`config.mk`:
```
export PLATFORM = sky130hd
export DESIGN_NAME = dff_pipe_flat
export DESIGN_NICKNAME = d
export VERILOG_FILES = /design/src/rtl/dff_pipe_if.sv /design/src/rtl/dff_pipe.sv /design/src/flat_wrapper.sv
export SDC_FILE = /design/constraint.sdc
export NUM_CORES = 1
export LEC_CHECK = 0
export BUFFER_PORTS_ARGS = -buffer_cell sky130_fd_sc_hd__buf_2
export CORE_MARGIN = 3
export CORE_UTILIZATION = 30
export DETAILED_ROUTE_END_ITERATION = 8
export HOLD_SLACK_MARGIN = 0.1
export SYNTH_ARGS = -nofsm -noshare
export SYNTH_HDL_FRONTEND = slang
export SYNTH_SLANG_ARGS = --single-unit
```
`constraint.sdc`:
```
create_clock -name clk -period 2.1 [get_ports clk]
set_input_delay 0.105 -clock clk [delete_from_list [all_inputs] [get_ports clk]]
set_output_delay 0.105 -clock clk [all_outputs]
set_load 0.01 [all_outputs]
```
`src/rtl/dff_pipe_if.sv`:
```
// Bus interface for dff_pipe: stage-advance control, input data/valid and pipeline status.
// Carries the synchronous clear line when DFF_PIPE_SYNC_CLR_EN is defined.
interface dff_pipe_if #(
  parameter int unsigned WIDTH = 8,
  parameter int unsigned DEPTH = 4
);
  localparam int unsigned CW = $clog2(DEPTH + 1);

  logic             en;
  logic [WIDTH-1:0] d;
  logic             d_vld;
  logic [WIDTH-1:0] q;
  logic [WIDTH-1:0] n_q;
  logic             q_vld;
  logic [CW-1:0]    fill_cnt;
  logic             full;
`ifdef DFF_PIPE_SYNC_CLR_EN
  logic             clr;

  modport slave  (input  en, d, d_vld, clr, output q, n_q, q_vld, fill_cnt, full);
  modport master (output en, d, d_vld, clr, input  q, n_q, q_vld, fill_cnt, full);
`else
  modport slave  (input  en, d, d_vld, output q, n_q, q_vld, fill_cnt, full);
  modport master (output en, d, d_vld, input  q, n_q, q_vld, fill_cnt, full);
`endif
endinterface

```
`src/rtl/dff_pipe.sv`:
```
// Enabled DEPTH-stage register pipeline with per-stage valid flags and an occupancy count.
// Optional synchronous clear port enabled by DFF_PIPE_SYNC_CLR_EN.
module dff_pipe #(
  parameter int unsigned      WIDTH   = 8,
  parameter int unsigned      DEPTH   = 4,
  parameter logic [WIDTH-1:0] RST_VAL = '0
) (
  input  logic       clk,
  input  logic       rst_n,
  dff_pipe_if.slave  bus
);
  localparam int unsigned CW = $clog2(DEPTH + 1);

  logic [WIDTH-1:0] data_q [DEPTH];
  logic [WIDTH-1:0] data_d [DEPTH];
  logic [DEPTH-1:0] vld_q;
  logic [DEPTH-1:0] vld_d;
  logic [CW-1:0]    cnt_q;
  logic [CW-1:0]    cnt_d;
  logic             sync_clr;

`ifdef DFF_PIPE_SYNC_CLR_EN
  assign sync_clr = bus.clr;
`else
  assign sync_clr = 1'b0;
`endif

  // Next state: clear beats advance; the count tracks only what enters vs. leaves.
  always_comb begin
    data_d = data_q;
    vld_d  = vld_q;
    cnt_d  = cnt_q;
    if (sync_clr) begin
      for (int i = 0; i < int'(DEPTH); i++) data_d[i] = RST_VAL;
      vld_d = '0;
      cnt_d = '0;
    end else if (bus.en) begin
      data_d[0] = bus.d;
      vld_d[0]  = bus.d_vld;
      for (int i = 1; i < int'(DEPTH); i++) begin
        data_d[i] = data_q[i-1];
        vld_d[i]  = vld_q[i-1];
      end
      if (bus.d_vld && !vld_q[DEPTH-1])      cnt_d = cnt_q + CW'(1);
      else if (!bus.d_vld && vld_q[DEPTH-1]) cnt_d = cnt_q - CW'(1);
    end
  end

  always_ff @(posedge clk or negedge rst_n) begin
    if (!rst_n) begin
      for (int i = 0; i < int'(DEPTH); i++) data_q[i] <= RST_VAL;
      vld_q <= '0;
      cnt_q <= '0;
    end else begin
      for (int i = 0; i < int'(DEPTH); i++) data_q[i] <= data_d[i];
      vld_q <= vld_d;
      cnt_q <= cnt_d;
    end
  end

  assign bus.q        = data_q[DEPTH-1];
  assign bus.n_q      = ~data_q[DEPTH-1];
  assign bus.q_vld    = vld_q[DEPTH-1];
  assign bus.fill_cnt = cnt_q;
  assign bus.full     = (cnt_q == CW'(DEPTH));

endmodule

```
`src/flat_wrapper.sv`:
```
// flat-port wrapper written by rule: the top's interface ports become plain ports
module dff_pipe_flat 
#(
  parameter int unsigned      WIDTH   = 8,
  parameter int unsigned      DEPTH   = 4,
  parameter logic [WIDTH-1:0] RST_VAL = '0
)
  (clk, rst_n, bus_en, bus_d, bus_d_vld, bus_q, bus_n_q, bus_q_vld, bus_fill_cnt, bus_full);
  dff_pipe_if #(.WIDTH(WIDTH), .DEPTH(DEPTH)) bus_i ();
  input  logic clk;
  input  logic rst_n;
  input wire logic [$bits(bus_i.en)-1:0] bus_en;
  input wire logic [$bits(bus_i.d)-1:0] bus_d;
  input wire logic [$bits(bus_i.d_vld)-1:0] bus_d_vld;
  output wire logic [$bits(bus_i.q)-1:0] bus_q;
  output wire logic [$bits(bus_i.n_q)-1:0] bus_n_q;
  output wire logic [$bits(bus_i.q_vld)-1:0] bus_q_vld;
  output wire logic [$bits(bus_i.fill_cnt)-1:0] bus_fill_cnt;
  output wire logic [$bits(bus_i.full)-1:0] bus_full;
  assign bus_i.en = bus_en;
  assign bus_i.d = bus_d;
  assign bus_i.d_vld = bus_d_vld;
  assign bus_q = bus_i.q;
  assign bus_n_q = bus_i.n_q;
  assign bus_q_vld = bus_i.q_vld;
  assign bus_fill_cnt = bus_i.fill_cnt;
  assign bus_full = bus_i.full;
  dff_pipe #(.WIDTH(WIDTH), .DEPTH(DEPTH), .RST_VAL(RST_VAL)) u_core (.clk(clk), .rst_n(rst_n), .bus(bus_i));
endmodule
```
==> flow_summary.ini, run 1 <==
[setup_path]
crit_required_ns = 2.27
critPathLaunchType = input pin
worstPathMaxFanout = 2
cp.arrival_ns = 1.72
slowest_delay_ns = 0.53
critical_path.cell_chain = dlygate4sd3_1 > buf_2 > ha_1 > inv_1 > fa_1 > mux2_4
crit_type = in -> reg
worstSetupEndpointType = flop
slowest_stage = dlygate4sd3_1

[clocking]
cts_tree = built
htreeDepth = 2
worstSkewPairLatency_ns = 0.29
clock_sinks = 39
clock_path_buffers = 2
root_buffer = clkbuf_8
post_cts_buffers = 0
path_clk_slew_ns = 0.07
cts_buffers = 5

[pwr]
power.share.clock_pct = 29.6
p_int_uw = 1514
power.leakage_uw = 0.001012
combinationalPowerShare_pct = 22.9
sw_frac_of_total_pct = 27.18
seqPwrFrac_pct = 47.6
p_switching_uw = 565.0
peakVddDrop_uv = 334.4
power_density_mw_per_mm2 = 1010

[detailed_routing]
firstDrtPassIters = 4
drc_errors = 0
routed_via_density = 4.152
vias = 930
first_iter_violations = 36
avgRoutedWirePerCell_um = 11.79
wl_um = 2642
antenna_left = 0

[hold_path]
worstHoldPathType = in -> reg

[global_route]
grt_usage_pct = 8.583
grt_max_degree = 40
gr-total-overflow = 0
grt_pass1_vias = 918
antenna_found_initial = 0
grt_pass1_wl_um = 4243

[timing]
tns_ns = 0
setup_viol = 0
fmax_ghz = 0.6478
skew_ns = 0.004770
drv_slew = 0
period_minus_slack_ns = 1.544
max-slew-margin-rel_pct = 44.58
finalHoldViolCount = 0
rsz0062_at_grt = false
period_share_pct = 73.51
worstMarginPinSlew_ns = 0.8314

[yosys]
synth-edff-count = 0
synthArstFlopShare_pct = 100.0
syn_nets = 130
netlist_area_mm2 = 0.001688
synth_cell_types = 15
synthFlopType = dfrtp_1
syn_area_per_cell_um2 = 14.55
syn_inst = 116
seq_area_frac_synth_pct = 57.82
yosysWarnings = 0
ys_ff_latch = 39

[flow_run]
maxCapViolCount = 0

[outcome]
outcome = finished, final reports clean

[cells_and_area]
final_nets = 167
diodes = 0
finalNonFillerCells = 224
syn2layout_area_growth_pct = 21.94
fillers = 518
drive_gt1_share_pct = 45.45
final_common_cell = dfrtp_1
layout_common_cells = 39 x dfrtp_1, 32 x buf_2, 23 x mux2_4

[floorplan]
design.die.area_mm2 = 0.006563
fp.dieH_um = 81.01
die_x_um = 81.01
initial_utilization_pct = 32.03
core_mm2 = 0.005270
std_cell_rows = 26
io_pins = 33

[place]
io_buffers = 32
hpwl_um = 1849
dp_cells = 206
gp_congestion = 0.6792
[logic make-up after synthesis]
family	Yosys count	share of synthesized area [%]
XOR/XNOR	3	1.557
flip-flops	39	57.82
adder cells (fa/ha/maj)	2	1.927
buffers and inverters	23	8.747
multiplexers	28	23.80
AO/OA/AOI/OAI	9	2.668
AND/OR/NAND/NOR	12	3.484
[timing repair]
item | in CTS | in global routing
hold buffers | 10 | 0
hold endpoints to repair | 48 | 0
gates resized for setup | 0 | 0
[power by group through the flow]
| stage | Sequential, µW | Combinational [µW] | Clock (µW) |
|---|---|---|---|
| finish | 989 | 476 | 614 |
| floorplan | 996 | 337 | 0 |
| global route | 1010 | 518 | 659 |
| global placement | 992 | 449 | 0 |
| detailed placement | 1000 | 473 | 0 |
| CTS | 990 | 488 | 632 |
[per-stage QoR]
stage,setup slack [ns],total power (µW),instance area [µm²],hold WS [ns],utilization [%]
finish,0.5563,2079,2058,0.2788,39.06
global route,0.4936,2184,2058,0.3002,39.06
CTS,0.5637,2110,2058,0.2901,39.06
detailed placement,0.5833,1476,1846,0.2612,35.02
global placement,0.6390,1441,1846,0.2396,35.02
floorplan,0.6034,1333,1688,-0.1906,-
[flip-flops by register name, summed over array words and instances, names as in the netlist]
register / count
u_core.bus.fill_cnt: 3
u_core.bus.q: 8
u_core.data_q: 24
u_core.vld_q: 4
[final cells by class]
cell class	instances	area, µm²	share of cell area [%]
clock buffer	5	68.82	3.343
clock inverter	3	43.79	2.128
inverter	10	37.54	1.824
multi-input combinational	54	564.3	27.42
sequential	39	975.9	47.42
tap	70	87.58	4.255
timing repair buffer	43	280.3	13.62
[worst max-delay path, delay by kind of cell]
family	cells	cell delay (ns)
adders and majority gates	2	0.62
buffers and inverters	3	0.73
muxes	1	0.26
[worst paths after layout]
kind	start	endpoint	slack (ns)	cells after the start
max	bus_d_vld	u_core.bus.fill_cnt[1]$_DFFE_PN0P_	0.56	6
min	bus_en	u_core.bus.q[7]$_DFFE_PN0P_	0.28	2
max reg2reg	u_core.vld_q[3]$_DFFE_PN0P_	u_core.bus.fill_cnt[2]$_DFFE_PN0P_	0.57	7
min reg2reg	u_core.data_q[14]$_DFFE_PN0P_	u_core.bus.q[6]$_DFFE_PN0P_	0.49	2
max in group asynchronous	rst_n	u_core.data_q[31]$_DFFE_PN0P_	1.12	2
min in group asynchronous	rst_n	u_core.bus.q[6]$_DFFE_PN0P_	0.45	2
[Yosys cell counts, types with 2 or more instances]
cell | n | area (µm²)
o21ai_0 | 9 | 45.04
xnor2_1 | 2 | 17.52
buf_6 | 4 | 45.04
buf_4 | 8 | 60.06
nand2_1 | 10 | 37.54
mux2_4 | 23 | 345.3
mux2_2 | 5 | 56.30
inv_1 | 10 | 37.54
dfrtp_1 | 39 | 975.9
[per-layer routing]
layer / GRT usage (%) / up-vias / part of all wire [%] / routed length, µm
li1: - / 442 / - / -
met1: 10.13 / 458 / 44 / 1154
met2: 14.20 / 26 / 50 / 1312
met3: 2.661 / 4 / 5.6 / 147
met4: 4.054 / 0 / 1.0 / 27
met5: 0 / - / 0 / 0
Power figures use the tool's default switching activity.
==> inputs of run 2 (changes only) <==
Settings changed: ABC_AREA from default to 1.
Clock period 2.1 ns to 1.55 ns, I/O delays scaled along.
==> run 2 against run 1 <==
Effect of this change:
- sequential share of layout area grew 1.8 points
- clock power grew 3%
- register-to-register slack lost 0.44 ns
- critical path depth grew 2
- combinational power grew 9.2%
- via count grew 26%
- largest cell class unchanged
- largest power group unchanged
==> flow_summary.ini, run 2 <==
[outcome]
outcome = finished, final reports clean

[floorplan]
fp.dieH_um = 79.78
core_mm2 = 0.005172
std_cell_rows = 26
die_x_um = 79.78
io_pins = 33
initial_utilization_pct = 31.57
design.die.area_mm2 = 0.006364

[detailed_routing]
routed_via_density = 4.194
wl_um = 2961
avgRoutedWirePerCell_um = 10.61
drc_errors = 0
firstDrtPassIters = 4
vias = 1170
antenna_left = 0
first_iter_violations = 44

[pwr]
total_power_uw = 2408
sw_frac_of_total_pct = 29.73
p_switching_uw = 715.9
seqPwrFrac_pct = 52.2
power.share.clock_pct = 26.2
power.leakage_uw = 0.001015
peakVddDrop_uv = 535.9
power_density_mw_per_mm2 = 1213
p_int_uw = 1692
combinationalPowerShare_pct = 21.6

[timing]
period_share_pct = 91.74
fmax_ghz = 0.7033
skew_ns = 0.003450
tns_ns = 0
hold_ws_ns = 0.1396
rsz0062_at_grt = false
setup_viol = 0
period_minus_slack_ns = 1.422
drv_slew = 0
max-slew-margin-rel_pct = 78.55
finalHoldViolCount = 0
worstMarginPinSlew_ns = 0.3217

[cells_and_area]
final_common_cell = nand2_1
diodes = 0
finalNonFillerCells = 279
syn2layout_area_growth_pct = 21.53
multi_input_area_um2 = 466.7
seqCellArea_um2 = 975.9
layout_common_cells = 60 x nand2_1, 39 x dfrtp_1, 32 x buf_2
drive_gt1_share_pct = 23.92
largest_register_ffs = 24
regMostFlops = u_core.data_q
finish.instance_area_mm2 = 0.001984
fillers = 549
final_nets = 224

[setup_path]
cp_num_buf_inv = 3
crit_required_ns = 1.73
r2r-start = u_core.vld_q[3]$_DFFE_PN0P_
r2r_end = u_core.bus.fill_cnt[2]$_DFFE_PN0P_
cp.arrival_ns = 1.60
regToRegSetupSlack_ns = 0.13
slowest_delay_ns = 0.39
path_delay_family = adder cells
critical_path.cell_chain = inv_2 > ha_4 > inv_2 > fa_2 > inv_1 > nand2_1 > nand4_1 > nand2_1
crit_type = reg -> reg
worstSetupEndpointType = flop
reg2reg_depth = 8
slowest_stage = dfrtp_1
critPathLaunchType = flop
worstPathMaxFanout = 2

[clocking]
post_cts_buffers = 0
clock_sinks = 39
clock_path_buffers = 2
root_buffer = clkbuf_8
cts_buffers = 5
worstSkewPairLatency_ns = 0.28
cts_tree = built
htreeDepth = 2
path_clk_slew_ns = 0.07

[global_route]
grt_pass1_vias = 1141
grt_pass1_wl_um = 5016
grt_usage_pct = 10.23
antenna_found_initial = 0
grt_max_degree = 29
gr-total-overflow = 0

[yosys]
synthTopCellsByArea = dfrtp_1 60%, nand2_1 14%, o21ai_0 7.7%
synthArstFlopShare_pct = 100.0
synth.top_cells.by_count = 61 x nand2_1, 39 x dfrtp_1, 25 x o21ai_0
syn_nets = 186
synth_cell_types = 17
yosys.cell_count.top_type = nand2_1
netlist_area_mm2 = 0.001633
synth_top_area_share_pct = 59.77
synth-edff-count = 0
seq_area_frac_synth_pct = 59.77
synthFlopType = dfrtp_1
yosys.area.top_type = dfrtp_1
yosysWarnings = 0
syn_area_per_cell_um2 = 9.493
syn_inst = 172
ys_ff_latch = 39

[place]
gp_congestion = 0.7478
io_buffers = 32
hpwl_um = 1980
dp_cells = 263
place_area_mm2 = 0.001794

[hold_path]
worstHoldPathType = in -> reg
hold-path-endpoint = u_core.data_q[25]$_DFFE_PN0P_
min_from = bus_en
min_path_cells = 3

[flow_run]
maxCapViolCount = 0
## run 2: cell count changes after synthesis, sizes merged, moves of 2 or more
cell   before  now
xnor2       2    0
inv        10   23
o21ai       9   27
mux2       28    0
nand2      10   61
## run 2: power groups by stage
stage               Clock (µW)  Combinational [µW]  Sequential, µW
CTS                        664                 514            1260
detailed placement           0                 496            1280
finish                     631                 520            1260
global placement             0                 474            1270
floorplan                    0                 323            1280
global route               695                 604            1280
## run 2: layout make-up
cell class                 count  area share [%]
inverter                      23           4.603
multi-input combinational     95           23.52
clock buffer                   6           3.657
timing repair buffer          46           14.63
tap                           70           4.414
sequential                    39           49.18
## run 2: worst reg2reg max path, delay by kind of cell (launching register included)
| kind | cells | cell delay, ns |
|---|---|---|
| adder cells (fa/ha/maj) | 2 | 0.51 |
| flip-flops | 1 | 0.39 |
| AND/OR/NAND/NOR | 3 | 0.23 |
| buffers and inverters | 3 | 0.19 |
## run 2: through the flow
stage / utilization, % / worst slack (ns)
final: 38.36 / 0.1281
after global routing: 38.36 / 0.01713
after CTS: 38.03 / 0.05337
after detailed placement: 34.69 / 0.06477
after global placement: 34.69 / 0.1610
after floorplan: - / 0.1367
## run 2: repair_timing
action,CTS,global route
hold endpoints to repair,48,0
hold buffers,10,0
resized for setup,0,6
setup endpoints to repair,0,1
## run 2: metal layers
metal  wire [µm]  part of all wire (%)  global-route usage [%]
met5           0                     0                       0
met4          55                   1.9                   5.574
met3         123                   4.2                   2.370
met2        1425                    48                   17.11
met1        1356                    46                   12.11
## run 2: kinds of logic (layout without fill, tap and decap cells)
group | Yosys count | count (layout) | synth area share [%]
compound gates | 27 | 27 | 8.736
flops | 39 | 39 | 59.77
xor+xnor | 1 | 1 | 0.5365
fa+ha+maj | 2 | 2 | 1.992
simple gates | 65 | 65 | 16.24
buf+inv | 38 | 75 | 12.72
## run 2: worst max-delay path by stage
stage / start / end / slack [ns] / cells past startpoint
after global routing: u_core.vld_q[3]$_DFFE_PN0P_ / u_core.bus.fill_cnt[2]$_DFFE_PN0P_ / 0.02 / 8
after global placement: u_core.vld_q[3]$_DFFE_PN0P_ / u_core.bus.fill_cnt[2]$_DFFE_PN0P_ / 0.16 / 8
final: u_core.vld_q[3]$_DFFE_PN0P_ / u_core.bus.fill_cnt[2]$_DFFE_PN0P_ / 0.13 / 8
after CTS: u_core.vld_q[3]$_DFFE_PN0P_ / u_core.bus.fill_cnt[2]$_DFFE_PN0P_ / 0.05 / 8
after floorplan: u_core.vld_q[3]$_DFFE_PN0P_ / u_core.bus.fill_cnt[2]$_DFFE_PN0P_ / 0.14 / 8
after detailed placement: u_core.vld_q[3]$_DFFE_PN0P_ / u_core.bus.fill_cnt[2]$_DFFE_PN0P_ / 0.06 / 8
==> inputs of run 3 (changes only) <==
Settings changed: CORE_ASPECT_RATIO from default to 0.7.
==> run 3 against run 2 <==
Effect of this change:
- critical path depth stayed put
- die area up 0.22%
- hold slack better by 0.0052 ns
- sequential power about the same
- combinational power decreased by 4.2%
- via count decreased by 3.6%
- register-to-register slack worse by 0.02 ns
- largest cell class unchanged
- highest routed layer unchanged
==> flow_summary.ini, run 3 (synthesis gave the netlist of run 2 again) <==
[outcome]
outcome = finished, final reports clean

[timing]
worstMarginPinSlew_ns = 0.5112
tns_ns = 0
hold_ws_ns = 0.1448
max-slew-margin-rel_pct = 65.92
drv_slew = 0
rsz0062_at_grt = false
period_minus_slack_ns = 1.440
period_share_pct = 92.89
fmax_ghz = 0.6945
skew_ns = 0.01009
setup_viol = 0
finalHoldViolCount = 0

[clocking]
clock_path_buffers = 2
htreeDepth = 2
path_clk_slew_ns = 0.08
cts_tree = built
cts_buffers = 5
root_buffer = clkbuf_8
clock_sinks = 39
worstSkewPairLatency_ns = 0.29

[setup_path]
crit_required_ns = 1.74
cp.arrival_ns = 1.63
crit_type = reg -> reg
critPathLaunchType = flop
worstSetupEndpointType = flop
worstPathMaxFanout = 2

[floorplan]
core_mm2 = 0.005019
die_x_um = 94.18
io_pins = 33
initial_utilization_pct = 32.54
std_cell_rows = 21
design.die.area_mm2 = 0.006378
fp.dieH_um = 67.73

[pwr]
peakVddDrop_uv = 390.4
power.leakage_uw = 0.001019
power_density_mw_per_mm2 = 1224

[hold_path]
worstHoldPathType = in -> reg

[cells_and_area]
drive_gt1_share_pct = 21.90
largest_register_ffs = 24
final_common_cell = nand2_1
seqCellArea_um2 = 975.9
final_util_pct = 39.52
finish.instance_area_mm2 = 0.001983
layout_common_cells = 61 x nand2_1, 39 x dfrtp_1, 32 x buf_2
multi_input_area_um2 = 449.2
fillers = 517
final_nets = 223
regMostFlops = u_core.data_q
diodes = 0
syn2layout_area_growth_pct = 21.46

[flow_run]
maxCapViolCount = 0

[place]
hpwl_um = 1901
io_buffers = 32
gp_congestion = 0.6672
place_area_mm2 = 0.001798

[detailed_routing]
routed_via_density = 4.043
vias = 1128
wl_um = 2908
antenna_left = 0
firstDrtPassIters = 4
first_iter_violations = 54
avgRoutedWirePerCell_um = 10.42
drc_errors = 0

[global_route]
gr-total-overflow = 0
grt_pass1_wl_um = 4809
grt_max_degree = 29
grt_usage_pct = 10.11
grt_pass1_vias = 1020
antenna_found_initial = 0
run 3: cell types whose count changed in the layout (fill, tap and decap cells not counted):
cell | before | now
clkinv_2 | 0 | 1
buf_12 | 0 | 1
inv_1 | 20 | 22
nand2_2 | 1 | 0
inv_2 | 2 | 0
buf_4 | 4 | 2
fa_2 | 1 | 0
ha_1 | 0 | 1
fa_1 | 0 | 1
nand2_1 | 60 | 61
ha_4 | 1 | 0
clkinvlp_4 | 0 | 1
run 3: final timing paths:
check	start	endpoint	slack (ns)	depth (start not counted)
min	bus_en	u_core.data_q[12]$_DFFE_PN0P_	0.14	3
max in group asynchronous	rst_n	u_core.data_q[29]$_DFFE_PN0P_	0.77	3
min reg2reg	u_core.data_q[25]$_DFFE_PN0P_	u_core.data_q[25]$_DFFE_PN0P_	0.47	2
max	u_core.vld_q[3]$_DFFE_PN0P_	u_core.bus.fill_cnt[2]$_DFFE_PN0P_	0.11	8
max reg2reg	u_core.vld_q[3]$_DFFE_PN0P_	u_core.bus.fill_cnt[2]$_DFFE_PN0P_	0.11	8
min in group asynchronous	rst_n	u_core.bus.q[3]$_DFFE_PN0P_	0.29	2
run 3: cell type report:
| type | instances | area share, % |
|---|---|---|
| clock inverters | 2 | 0.6309 |
| inverters | 23 | 4.606 |
| well taps | 69 | 4.353 |
| repair buffers | 45 | 14.89 |
| multi-input cells | 95 | 22.65 |
| clock buffers | 6 | 3.659 |
| flip-flops and latches | 39 | 49.21 |
run 3: metrics by stage:
| stage | total power, µW | instances | setup slack [ns] |
|---|---|---|---|
| 2_1_floorplan | 1608 | 172 | 0.1367 |
| 3_3_place_gp | 1755 | 261 | 0.1617 |
| 3_5_place_dp | 1768 | 261 | 0.1091 |
| 4_1_cts | 2465 | 279 | 0.1147 |
| 5_1_grt | 2598 | 279 | 0.03034 |
| 6_report | 2428 | 279 | 0.1102 |
run 3: layer usage:
layer / share of wire, % / vias up / global-route usage (%) / routed length [µm]
met5: 0 / - / 0 / 0
met3: 5.1 / 3 / 4.343 / 147
met1: 52 / 509 / 13.17 / 1502
met4: 0.65 / 0 / 3.784 / 19
li1: - / 590 / - / -
met2: 43 / 26 / 14.93 / 1239
run 3: repair_timing:
item / CTS / global route
hold endpoints to repair: 29 / 0
gates resized for setup: 0 / 0
setup buffers: 0 / 0
hold buffers: 10 / 0
run 3: report_power, final:
group | internal, µW | leakage, µW | switching, µW
sequential | 1160 | 0.000488 | 93.8
clock | 315 | 0.0000412 | 358
combinational | 212 | 0.000490 | 286
run 3: critical path, stage by stage (launching register included):
cell and delay, ns:
dfrtp_1 0.37, inv_1 0.07, ha_1 0.17, inv_1 0.07, fa_1 0.38, nand2_1 0.11, nand3_1 0.08, nand2_1 0.06
nand2_1 0.05
